$ cat config.mk
export PLATFORM = sky130hd
export DESIGN_NAME = mux_rotacion_filas_flat
export DESIGN_NICKNAME = d
export VERILOG_FILES = /design/src/rtl/filtros_pkg.sv /design/src/rtl/mux_rotacion_filas_if.sv /design/src/rtl/contador_modulo.sv /design/src/rtl/mux_rotacion_filas.sv /design/src/flat_wrapper.sv
export SDC_FILE = /design/constraint.sdc
export NUM_CORES = 1
export LEC_CHECK = 0
export CAP_MARGIN = 30
export CORE_MARGIN = 4
export CORE_UTILIZATION = 25
export DETAILED_ROUTE_END_ITERATION = 8
export PLACE_DENSITY = 0.51
export SLEW_MARGIN = 20
export SYNTH_ARGS = -nofsm -noshare
export SYNTH_HDL_FRONTEND = slang
export SYNTH_HIERARCHICAL = 1
export SYNTH_SLANG_ARGS = --single-unit
$ cat constraint.sdc
create_clock -name clk -period 3.15 [get_ports clk]
set_input_delay 0.63 -clock clk [delete_from_list [all_inputs] [get_ports clk]]
set_output_delay 0.63 -clock clk [all_outputs]
set_load 0.03 [all_outputs]
$ cat src/rtl/filtros_pkg.sv
// Shared defaults and helpers for the row-filter datapath blocks.
package filtros_pkg;

  localparam int BITS_DATOS_DEF = 8;
  localparam int NUM_FILAS_DEF  = 3;

  typedef enum logic {
    MODO_ROTATIVO = 1'b0,
    MODO_FIJO     = 1'b1
  } modo_e;

  // Ceiling log2, never below 1 so a select field always has at least one bit.
  function automatic int clog2_min1(input int n);
    int r;
    r = 1;
    for (int i = 1; i < 31; i++) begin
      if ((1 << i) < n) r = i + 1;
    end
    return r;
  endfunction

endpackage

$ cat src/rtl/mux_rotacion_filas_if.sv
// Row-word bus between a row source and the row rotation mux.
interface mux_rotacion_filas_if
  import filtros_pkg::*;
#(
  parameter int BITS_DATOS = BITS_DATOS_DEF,
  parameter int NUM_FILAS  = NUM_FILAS_DEF,
  parameter int SEL_BITS   = clog2_min1(NUM_FILAS)
);

  logic [NUM_FILAS*BITS_DATOS-1:0] entradas;
  logic                            valido_entrada;
  logic                            fin_fila;
  logic                            modo_fijo;
  logic [SEL_BITS-1:0]             desplazamiento_fijo;
  logic [NUM_FILAS*BITS_DATOS-1:0] salidas;
  logic                            valido_salida;
  logic [SEL_BITS-1:0]             desplazamiento;

  modport master (
    output entradas, valido_entrada, fin_fila, modo_fijo, desplazamiento_fijo,
    input  salidas, valido_salida, desplazamiento
  );

  modport slave (
    input  entradas, valido_entrada, fin_fila, modo_fijo, desplazamiento_fijo,
    output salidas, valido_salida, desplazamiento
  );

endinterface

$ cat src/rtl/contador_modulo.sv
// Wrap-around counter 0..MODULO-1, advancing one step per enabled cycle.
module contador_modulo
  import filtros_pkg::*;
#(
  parameter int MODULO = NUM_FILAS_DEF,
  parameter int ANCHO  = clog2_min1(MODULO)
) (
  input  logic             clk,
  input  logic             reset,
  input  logic             habilitar,
  output logic [ANCHO-1:0] cuenta
);

  localparam logic [ANCHO-1:0] ULTIMO = ANCHO'(MODULO - 1);

  logic [ANCHO-1:0] cuenta_q, cuenta_d;

  always_comb begin
    cuenta_d = cuenta_q;
    if (habilitar) begin
      cuenta_d = (cuenta_q == ULTIMO) ? '0 : cuenta_q + ANCHO'(1);
    end
  end

  always_ff @(posedge clk) begin
    if (reset) cuenta_q <= '0;
    else       cuenta_q <= cuenta_d;
  end

  assign cuenta = cuenta_q;

endmodule

$ cat src/rtl/mux_rotacion_filas.sv
// Rotates the packed row channels by a fixed or end-of-row-advancing offset,
// registering the result in a single output bank.
module mux_rotacion_filas
  import filtros_pkg::*;
#(
  parameter int BITS_DATOS = BITS_DATOS_DEF,
  parameter int NUM_FILAS  = NUM_FILAS_DEF,
  parameter int SEL_BITS   = clog2_min1(NUM_FILAS)
) (
  input logic                  clk,
  input logic                  reset,
  mux_rotacion_filas_if.slave  bus
);

  localparam int ANCHO_BUS = NUM_FILAS * BITS_DATOS;
  // One extra bit so the limit is representable when NUM_FILAS is a power of two.
  localparam logic [SEL_BITS:0] LIMITE = (SEL_BITS + 1)'(NUM_FILAS);

  logic [SEL_BITS-1:0]  cuenta;
  logic [SEL_BITS-1:0]  desp_efectivo;
  logic                 avanzar;
  logic [ANCHO_BUS-1:0] datos_p1_q, datos_p1_d;
  logic                 vld_p1_q, vld_p1_d;

  function automatic logic [SEL_BITS-1:0] sanear(input logic [SEL_BITS-1:0] d);
    return ({1'b0, d} >= LIMITE) ? '0 : d;
  endfunction

  function automatic logic [ANCHO_BUS-1:0] rotar(input logic [ANCHO_BUS-1:0] e,
                                                 input logic [SEL_BITS-1:0]  s);
    logic [ANCHO_BUS-1:0] r;
    int idx;
    r = '0;
    for (int k = 0; k < NUM_FILAS; k++) begin
      idx = k + int'(s);
      if (idx >= NUM_FILAS) idx = idx - NUM_FILAS;
      r[k*BITS_DATOS +: BITS_DATOS] = e[idx*BITS_DATOS +: BITS_DATOS];
    end
    return r;
  endfunction

  // Fixed mode freezes the rotating offset so rotation resumes where it stopped.
  assign avanzar = bus.fin_fila && (modo_e'(bus.modo_fijo) == MODO_ROTATIVO);

  contador_modulo #(
    .MODULO (NUM_FILAS),
    .ANCHO  (SEL_BITS)
  ) u_contador (
    .clk       (clk),
    .reset     (reset),
    .habilitar (avanzar),
    .cuenta    (cuenta)
  );

  always_comb begin
    desp_efectivo = cuenta;
    if (modo_e'(bus.modo_fijo) == MODO_FIJO) desp_efectivo = sanear(bus.desplazamiento_fijo);
  end

  always_comb begin
    datos_p1_d = datos_p1_q;
    vld_p1_d   = bus.valido_entrada;
    if (bus.valido_entrada) datos_p1_d = rotar(bus.entradas, desp_efectivo);
  end

  // p0 -> p1: rotated words and their valid flag
  always_ff @(posedge clk) begin
    if (reset) begin
      datos_p1_q <= '0;
      vld_p1_q   <= 1'b0;
    end else begin
      datos_p1_q <= datos_p1_d;
      vld_p1_q   <= vld_p1_d;
    end
  end

  assign bus.salidas        = datos_p1_q;
  assign bus.valido_salida  = vld_p1_q;
  assign bus.desplazamiento = cuenta;

endmodule

$ cat src/flat_wrapper.sv
// flat-port wrapper written by rule: the top's interface ports become plain ports
module mux_rotacion_filas_flat import filtros_pkg::*;
#(
  parameter int BITS_DATOS = BITS_DATOS_DEF,
  parameter int NUM_FILAS  = NUM_FILAS_DEF,
  parameter int SEL_BITS   = clog2_min1(NUM_FILAS)
)
  (clk, reset, bus_entradas, bus_valido_entrada, bus_fin_fila, bus_modo_fijo, bus_desplazamiento_fijo, bus_salidas, bus_valido_salida, bus_desplazamiento);
  mux_rotacion_filas_if #(.BITS_DATOS(BITS_DATOS), .NUM_FILAS(NUM_FILAS), .SEL_BITS(SEL_BITS)) bus_i ();
  input logic clk;
  input logic reset;
  input wire logic [$bits(bus_i.entradas)-1:0] bus_entradas;
  input wire logic [$bits(bus_i.valido_entrada)-1:0] bus_valido_entrada;
  input wire logic [$bits(bus_i.fin_fila)-1:0] bus_fin_fila;
  input wire logic [$bits(bus_i.modo_fijo)-1:0] bus_modo_fijo;
  input wire logic [$bits(bus_i.desplazamiento_fijo)-1:0] bus_desplazamiento_fijo;
  output wire logic [$bits(bus_i.salidas)-1:0] bus_salidas;
  output wire logic [$bits(bus_i.valido_salida)-1:0] bus_valido_salida;
  output wire logic [$bits(bus_i.desplazamiento)-1:0] bus_desplazamiento;
  assign bus_i.entradas = bus_entradas;
  assign bus_i.valido_entrada = bus_valido_entrada;
  assign bus_i.fin_fila = bus_fin_fila;
  assign bus_i.modo_fijo = bus_modo_fijo;
  assign bus_i.desplazamiento_fijo = bus_desplazamiento_fijo;
  assign bus_salidas = bus_i.salidas;
  assign bus_valido_salida = bus_i.valido_salida;
  assign bus_desplazamiento = bus_i.desplazamiento;
  mux_rotacion_filas #(.BITS_DATOS(BITS_DATOS), .NUM_FILAS(NUM_FILAS), .SEL_BITS(SEL_BITS)) u_core (.clk(clk), .reset(reset), .bus(bus_i));
endmodule
## Word-level counts from Yosys, hierarchy flattened

Cells that the tools add are included.

- Register bits after elaboration: 27
- Output and inout port bits: 27

- Add/sub/neg operators: 6
- Order comparisons: 4
- Eq/ne operators: 1
- Shifts and indexed selects: 3
- Multiplexer cells: 9
- Bitwise operators: 1
- Reduce and logical (&&, ||, !) cells: 1

Operator list:

| kind | count |
|---|---|
| 29-bit 2-to-1 mux | 6 |
| 24-bit by 32-bit indexed part select with 8-bit output | 3 |
| 32-bit by 3-bit greater-or-equal comparator with 1-bit output (second input constant) | 2 |
| 29-bit by 3-bit subtractor with 29-bit output (second input constant) | 2 |
| 2-bit 2-to-1 mux | 3 |
| 2-bit greater-or-equal comparator (second input constant) | 2 |
| 1-bit by 2-bit adder with 3-bit output (first input constant) | 1 |
| 2-bit by 2-bit adder with 3-bit output (first input constant) | 1 |
| 2-bit by 2-bit subtractor with 3-bit output (second input constant) | 1 |
| 2-bit by 1-bit adder with 2-bit output (second input constant) | 1 |
| 2-bit == test (second input constant) | 1 |
| 1-bit logical AND | 1 |
| 1-bit NOT | 1 |

## Logic depth before layout (Yosys ltp)

Gate-level depths: netlist of run 1.

- Word-level depth: 8
- Gate-level depth with buffers: 8
- Gate-level depth less buffers: 7

## Modules after synthesis

Netlist of run 1, hierarchy kept.

By module, submodules not included:

| module | times used | cells an instance | area each (um^2) |
|---|---|---|---|
| mux_rotacion_filas | 1 | 179 | 1527.7 |
| contador_modulo | 1 | 8 | 78.8 |

## Worst setup path before layout of run 1

Ideal clock, no wire load.

- Path type: input to register
- From: in bus_desplazamiento_fijo[0]
- To: reg u_core.datos_p1_q[14], in the netlist u_core/bus.salidas[14]
- Data arrival time: 2.009 ns
- Path slack: 1.066 ns
- Cell stages on the path: 8
- Path buffers: 2
- Path through: nand3b_1 > nand2_1 > ha_1 > buf_2 > clkbuf_1 > nand2_1 > mux2_4 > a22oi_2

- Longest elaborated chain between the ends: 8
- Elaborated cells between the ends (all ways): 9

Ends and longest elaborated chain:

| item | line | source |
|---|---|---|
| start, declared | flat_wrapper.sv:16 | `input wire logic [$bits(bus_i.desplazamiento_fijo)-1:0] bus_desplazamiento_fijo;` |
| 2-bit greater-or-equal comparator | mux_rotacion_filas.sv:26 | `return ({1'b0, d} >= LIMITE) ? '0 : d;` |
| 2-bit 2-to-1 mux * | mux_rotacion_filas.sv:26 |  |
| 2-bit 2-to-1 mux * | mux_rotacion_filas.sv:57 | `if (modo_e'(bus.modo_fijo) == MODO_FIJO) desp_efectivo = sanear(bus.desplazamiento_fijo);` |
| 1-bit by 2-bit adder with 3-bit output * | mux_rotacion_filas.sv:35 | `idx = k + int'(s);` |
| 29-bit by 3-bit subtractor with 29-bit output / 32-bit by 3-bit greater-or-equal comparator with 1-bit output (equally long branches) | mux_rotacion_filas.sv:36 | `if (idx >= NUM_FILAS) idx = idx - NUM_FILAS;` |
| 29-bit 2-to-1 mux * | mux_rotacion_filas.sv:36 |  |
| 29-bit 2-to-1 mux * | mux_rotacion_filas.sv:63 | `if (bus.valido_entrada) datos_p1_d = rotar(bus.entradas, desp_efectivo);` |
| 24-bit by 32-bit indexed part select with 8-bit output * | mux_rotacion_filas.sv:37 | `r[k*BITS_DATOS +: BITS_DATOS] = e[idx*BITS_DATOS +: BITS_DATOS];` |
| end signal, assigned | mux_rotacion_filas.sv:72 | `datos_p1_q <= datos_p1_d;` |
| end, declared | mux_rotacion_filas.sv:22 | `logic [ANCHO_BUS-1:0] datos_p1_q, datos_p1_d;` |

Every way passes the cells marked *; elsewhere a longest branch is shown, timed or not. The select of a mux whose other input is x is not followed.
A chain may end at the register's enable or synchronous reset.

## Final worst setup path of run 1

- From: in bus_modo_fijo
- To: reg u_core.datos_p1_q[12], in the netlist u_core/bus.salidas[12]

- Longest elaborated chain between the ends: 6
- Elaborated cells between the ends (all ways): 7

Ends and longest elaborated chain:

| item | line | source |
|---|---|---|
| start, declared | flat_wrapper.sv:15 | `input wire logic [$bits(bus_i.modo_fijo)-1:0] bus_modo_fijo;` |
| 2-bit 2-to-1 mux * | mux_rotacion_filas.sv:57 |  |
| 1-bit by 2-bit adder with 3-bit output * | mux_rotacion_filas.sv:35 |  |
| 29-bit by 3-bit subtractor with 29-bit output / 32-bit by 3-bit greater-or-equal comparator with 1-bit output (equally long branches) | mux_rotacion_filas.sv:36 |  |
| 29-bit 2-to-1 mux * | mux_rotacion_filas.sv:36 |  |
| 29-bit 2-to-1 mux * | mux_rotacion_filas.sv:63 |  |
| 24-bit by 32-bit indexed part select with 8-bit output * | mux_rotacion_filas.sv:37 |  |

Marks and branches as above.

==> impl_metrics.yaml, run 1 <==
synthesis:
  yosysWarnings: 6
  avgSynthCellArea_um2: 8.591
  ys_types: 34
  ys_seq_elements: 27
  synth_cells: 187
  syn_area_mm2: 0.001607
  syn-num-nets: 220
  ys_seq_area_frac: 0.3364
pwr:
  seq_power_share: 0.425
  clkPwrFrac: 0.234
  switching_share: 0.3387
  power.internal_mw: 0.5985
  combPwrFrac: 0.342
  p_per_area_mw_per_mm2: 399.0
  ir_drop_mv: 0.1645
  net-switching-power_mw: 0.3066
  totalPowerFinal_mw: 0.9050
  leakage_nw: 0.8428
setup_path:
  r2r_slack_ns: 1.22
  critPathMaxFanout: 9
  r2r_start: "u_core/u_contador/cuenta[1]$_SDFFE_PP0P_"
  worstSetupEndpointType: "flop"
  worst_ep_required_time_ns: 3.32
  crit_arrival_ns: 2.59
  reg2regPathDepth: 7
  start_kind: "input port"
  r2r_end: "u_core/bus.salidas[12]$_SDFFE_PP0P_"
  crit_type: "in -> reg"
floorplanning:
  rows: 28
  die_x_um: 88.17
  io_pins: 58
  initial_utilization: 0.2651
  dieHeight_um: 88.17
  dieArea_mm2: 0.007773
  core-area_mm2: 0.006061
finish:
  fin_area_mm2: 0.002268
  multiInputGateArea_um2: 979.7
  syn_to_final_growth_pct: 41.20
  nets: 273
  nFillCells: 647
  final_cell_mix: "clkdlybuf4s50_1, nand2_1, dfxtp_1, nor2_1"
  final_common_cell: "clkdlybuf4s50_1"
  drive_above_1_share: 0.1088
  antennaDiodeCount: 0
  ff_latch_area_um2: 540.5
  final_util: 0.3743
timing:
  final-max-slew-violation-count: 0
  min_period_over_period: 0.7687
  rsz0062_at_grt: "no"
  tns_ns: 0
  hold_violations: 0
  finalSetupViolCount: 0
  finalClockSkew_ns: 0.006615
  fmax_ghz: 0.4130
  min_period_ns: 2.421
  relSlewSlack: 0.6102
  holdWs_ns: 0.4934
  tightestPinTransition_ns: 0.5824
min_path:
  min_to: "u_core/bus.salidas[3]$_SDFFE_PP0P_"
  worstHoldStart: "u_core/bus.salidas[3]$_SDFFE_PP0P_"
  hp-class: "reg -> reg"
  hold_depth: 2
clock_tree:
  ctsHoldBuffers: 0
  cts_htree_levels: 1
  cts.path.max_buffers: 2
  cts_tree: "yes"
  postCtsResizedCells: 0
  root_buffer: "clkbuf_8"
  cts_made_buffers: 3
  postCtsSetupRepairBufs: 0
  clock_sinks: 27
  clk_pin_slew_ns: 0.11
  clk-insertion-delay-late_ns: 0.28
drt:
  drtIter0Drc: 144
  routed_via_density: 5.022
  dr.pass1.iters: 4
  wl_per_cell_um: 16.08
  ant_nets: 0
  vias: 1577
  route.detailed.drc: 0
  routed_wl_mm: 5.049
global_routing:
  grt_util_all_layers: 0.1336
  overflow: 0
  grt_max_degree: 32
  grt_pass1_vias: 1534
  grt_pass1_wl_mm: 8.038
  antenna_found_initial: 0
place:
  hpwl_mm: 3.849
  io_buffers: 57
  gp_routability_congestion: 0.7959
  placed_area_mm2: 0.002222
run:
  max-cap-violations: 0
status:
  status: "finished, final reports clean"
[area by class of cell]
cell class / instances / area share
Clock buffer: 3 / 0.01820
Clock inverter: 1 / 0.002206
Inverter: 2 / 0.003309
Multi-Input combinational cell: 145 / 0.4319
Sequential cell: 27 / 0.2383
Tap cell: 75 / 0.04137
Timing Repair Buffer: 61 / 0.2648
[registers in the layout, summed over array words and instances (netlist names)]
name / count
u_core/bus.salidas: 24
u_core/bus.valido_salida: 1
u_core/u_contador/cuenta: 2
[synthesized netlist by cell type (all sizes together)]
cell type | instances | area (µm²)
a21boi | 8 | 60.06
a21o | 8 | 60.06
a21oi | 2 | 10.01
a22oi | 15 | 127.6
a311o | 1 | 10.01
a311oi | 15 | 131.4
and2b | 1 | 7.510
buf | 6 | 52.54
clkbuf | 7 | 26.28
clkinv | 1 | 3.750
dfxtp | 27 | 540.5
ha | 2 | 25.02
inv | 1 | 3.750
mux2 | 9 | 116.4
nand2 | 35 | 131.4
nand2b | 4 | 35.03
nand3 | 15 | 75.07
nand3b | 3 | 22.52
nor2 | 16 | 60.06
nor2b | 2 | 12.51
nor3 | 1 | 5.000
nor3b | 1 | 7.510
o211a | 1 | 10.01
o21a | 2 | 22.52
o21ai | 3 | 41.29
or3b | 1 | 8.760
[worst max path at each step]
stage                                           to                        from  cells after the start  slack [ns]
2_1_floorplan  u_core/bus.salidas[14]$_SDFFE_PP0P_  bus_desplazamiento_fijo[0]                      8        1.07
3_3_place_gp   u_core/bus.salidas[12]$_SDFFE_PP0P_               bus_modo_fijo                      8        0.47
3_5_place_dp   u_core/bus.salidas[14]$_SDFFE_PP0P_               bus_modo_fijo                      8        0.41
4_1_cts        u_core/bus.salidas[12]$_SDFFE_PP0P_               bus_modo_fijo                      8        0.72
5_1_grt        u_core/bus.salidas[12]$_SDFFE_PP0P_               bus_modo_fijo                      8        0.54
6_report       u_core/bus.salidas[12]$_SDFFE_PP0P_               bus_modo_fijo                      8        0.73
[metrics by stage]
step                setup WS [ns]  instances
global route               0.5401        314
detailed placement         0.4149        310
finish                     0.7287        314
CTS                        0.7208        314
floorplan                   1.066        187
global placement           0.4714        310
[kinds of logic (layout without fill, tap and decap cells)]
group | count (synthesis) | after routing | share of synthesized area
compound gates | 55 | 55 | 0.2944
buf+inv | 15 | 67 | 0.05373
simple gates | 79 | 79 | 0.2274
mux | 9 | 9 | 0.07243
fa+ha+maj | 2 | 2 | 0.01557
flops | 27 | 27 | 0.3364
[power groups by stage]
stage	Combinational, mW	Sequential (mW)	Clock, mW
after floorplan	0.134	0.441	0
after detailed placement	0.309	0.393	0
after global routing	0.334	0.389	0.230
after global placement	0.312	0.392	0
after CTS	0.311	0.385	0.217
final	0.309	0.384	0.212
[worst max-delay path, cell delays in order]
cell             delay (ns)
clkdlybuf4s50_1        0.53
nand2b_2               0.19
nand2_1                0.09
ha_1                   0.32
clkinv_1               0.23
o211a_1                0.27
a21boi_0               0.25
a22oi_2                0.09
[per-layer routing]
metal / vias to the layer above / wire (µm) / part of all wire / track usage
met5: - / 0 / 0 / 0
li1: 793 / - / - / -
met4: 0 / 64 / 0.013 / 0.04945
met3: 5 / 286 / 0.057 / 0.02258
met1: 725 / 2345 / 0.46 / 0.1840
met2: 54 / 2353 / 0.47 / 0.2087
Power figures use the tool's default switching activity.
==> run 2, diff against run 1 <==
clock period = 2.5 ns   (was 3.15 ns; I/O delays follow)
==> impl_metrics.yaml, run 2 (same netlist as run 1, synthesis figures left out) <==
status:
  status: "finished, final reports clean"
floorplanning:
  die_x_um: 88.17
  rows: 28
  initial_utilization: 0.2651
  io_pins: 58
  dieArea_mm2: 0.007773
  core-area_mm2: 0.006061
  dieHeight_um: 88.17
finish:
  fin_area_mm2: 0.002346
  final_util: 0.3871
  syn_to_final_growth_pct: 46.03
  drive_above_1_share: 0.1270
  stdcell_count: 319
  multiInputGateArea_um2: 979.7
  ff_latch_area_um2: 540.5
  nFillCells: 612
  antennaDiodeCount: 0
  nets: 278
  largest_register_ffs: 24
  final_cell_mix: "clkdlybuf4s50_1, nand2_1, dfxtp_1, nor2_1"
  final_common_cell: "clkdlybuf4s50_1"
drt:
  wl_per_cell_um: 16.17
  drtIter0Drc: 112
  routed_via_density: 4.940
  routed_wl_mm: 5.158
  dr.pass1.iters: 4
  route.detailed.drc: 0
  ant_nets: 0
  vias: 1576
setup_path:
  worst_ep_required_time_ns: 2.66
  worstSetupEndpointType: "flop"
  start_kind: "input port"
  reg2regPathDepth: 8
  r2r_start: "u_core/u_contador/cuenta[0]$_SDFFE_PP0P_"
  r2r_end: "u_core/bus.salidas[20]$_SDFFE_PP0P_"
  r2r_slack_ns: 0.70
  crit_type: "in -> reg"
  critPathMaxFanout: 8
  crit_arrival_ns: 2.29
clock_tree:
  cts_tree: "yes"
  postCtsResizedCells: 0
  ctsHoldBuffers: 0
  clk_pin_slew_ns: 0.10
  cts_htree_levels: 1
  root_buffer: "clkbuf_8"
  cts_made_buffers: 3
  clock_sinks: 27
  postCtsSetupRepairBufs: 0
  cts.path.max_buffers: 2
  clk-insertion-delay-late_ns: 0.28
timing:
  holdWs_ns: 0.4890
  fmax_ghz: 0.4684
  relSlewSlack: 0.6009
  finalWorstSetupSlack_ns: 0.3652
  tightestPinTransition_ns: 0.5964
  final-max-slew-violation-count: 0
  tns_ns: 0
  finalClockSkew_ns: 0.01119
  hold_violations: 0
  min_period_over_period: 0.8539
  rsz0062_at_grt: "no"
  min_period_ns: 2.135
  finalSetupViolCount: 0
min_path:
  hold_depth: 2
  hp-class: "reg -> reg"
  worstHoldStart: "u_core/bus.salidas[0]$_SDFFE_PP0P_"
  min_to: "u_core/bus.salidas[0]$_SDFFE_PP0P_"
place:
  placed_area_mm2: 0.002297
  place_ws_ns: 0.06457
  hpwl_mm: 3.916
  io_buffers: 57
  gp_routability_congestion: 0.7808
  placed_cells: 315
global_routing:
  antenna_found_initial: 0
  grt_max_degree: 33
  overflow: 0
  grt_util_all_layers: 0.1389
  grt_pass1_vias: 1576
  grt_pass1_wl_mm: 8.452
pwr:
  ir_drop_mv: 0.2109
  leakage_nw: 0.8740
  p_per_area_mw_per_mm2: 495.5
  totalPowerFinal_mw: 1.162
run:
  max-cap-violations: 0
[run 2: cell count changes in the layout (fill, tap and decap cells not counted), sizes merged]
cell and change:
buf +5, clkinv -1, clkinvlp +1
[run 2: power by group]
part / internal (mW) / leakage (nW) / total, mW / switching, mW
logic: 0.196 / 0.629 / 0.412 / 0.216
clock network: 0.113 / 0.0217 / 0.266 / 0.153
registers: 0.463 / 0.223 / 0.484 / 0.0212
total: 0.772 / 0.874 / 1.16 / 0.390
[run 2: layer usage]
layer  share of wire  GRT usage
met5               0          0
met4          0.0091    0.04121
met3           0.044    0.01223
met2            0.45     0.2148
met1            0.49     0.2043
[run 2: worst max-delay path by stage]
stage | start | to | slack [ns] | depth (start not counted)
after floorplan | bus_desplazamiento_fijo[0] | u_core/bus.salidas[14]$_SDFFE_PP0P_ | 0.55 | 8
after global placement | bus_modo_fijo | u_core/bus.salidas[12]$_SDFFE_PP0P_ | 0.08 | 8
final | bus_modo_fijo | u_core/bus.salidas[14]$_SDFFE_PP0P_ | 0.37 | 8
after CTS | bus_modo_fijo | u_core/bus.salidas[12]$_SDFFE_PP0P_ | 0.36 | 8
after detailed placement | bus_modo_fijo | u_core/bus.salidas[13]$_SDFFE_PP0P_ | 0.06 | 8
after global routing | bus_modo_fijo | u_core/bus.salidas[12]$_SDFFE_PP0P_ | 0.20 | 8
[run 2: final cells by class]
class | instances | share of cell area
Clock buffer | 3 | 0.01760
Clock inverter | 1 | 0.003200
Inverter | 2 | 0.003200
Multi-Input combinational cell | 145 | 0.4176
Sequential cell | 27 | 0.2304
Tap cell | 75 | 0.04000
Timing Repair Buffer | 66 | 0.2880
[run 2: worst max-delay path: stages]
cell and delay (ns):
clkdlybuf4s50_1 0.53, nand2b_4 0.17, nand2_1 0.08, ha_1 0.34, clkinv_1 0.14, o211a_1 0.21
a21boi_0 0.24, a22oi_2 0.07
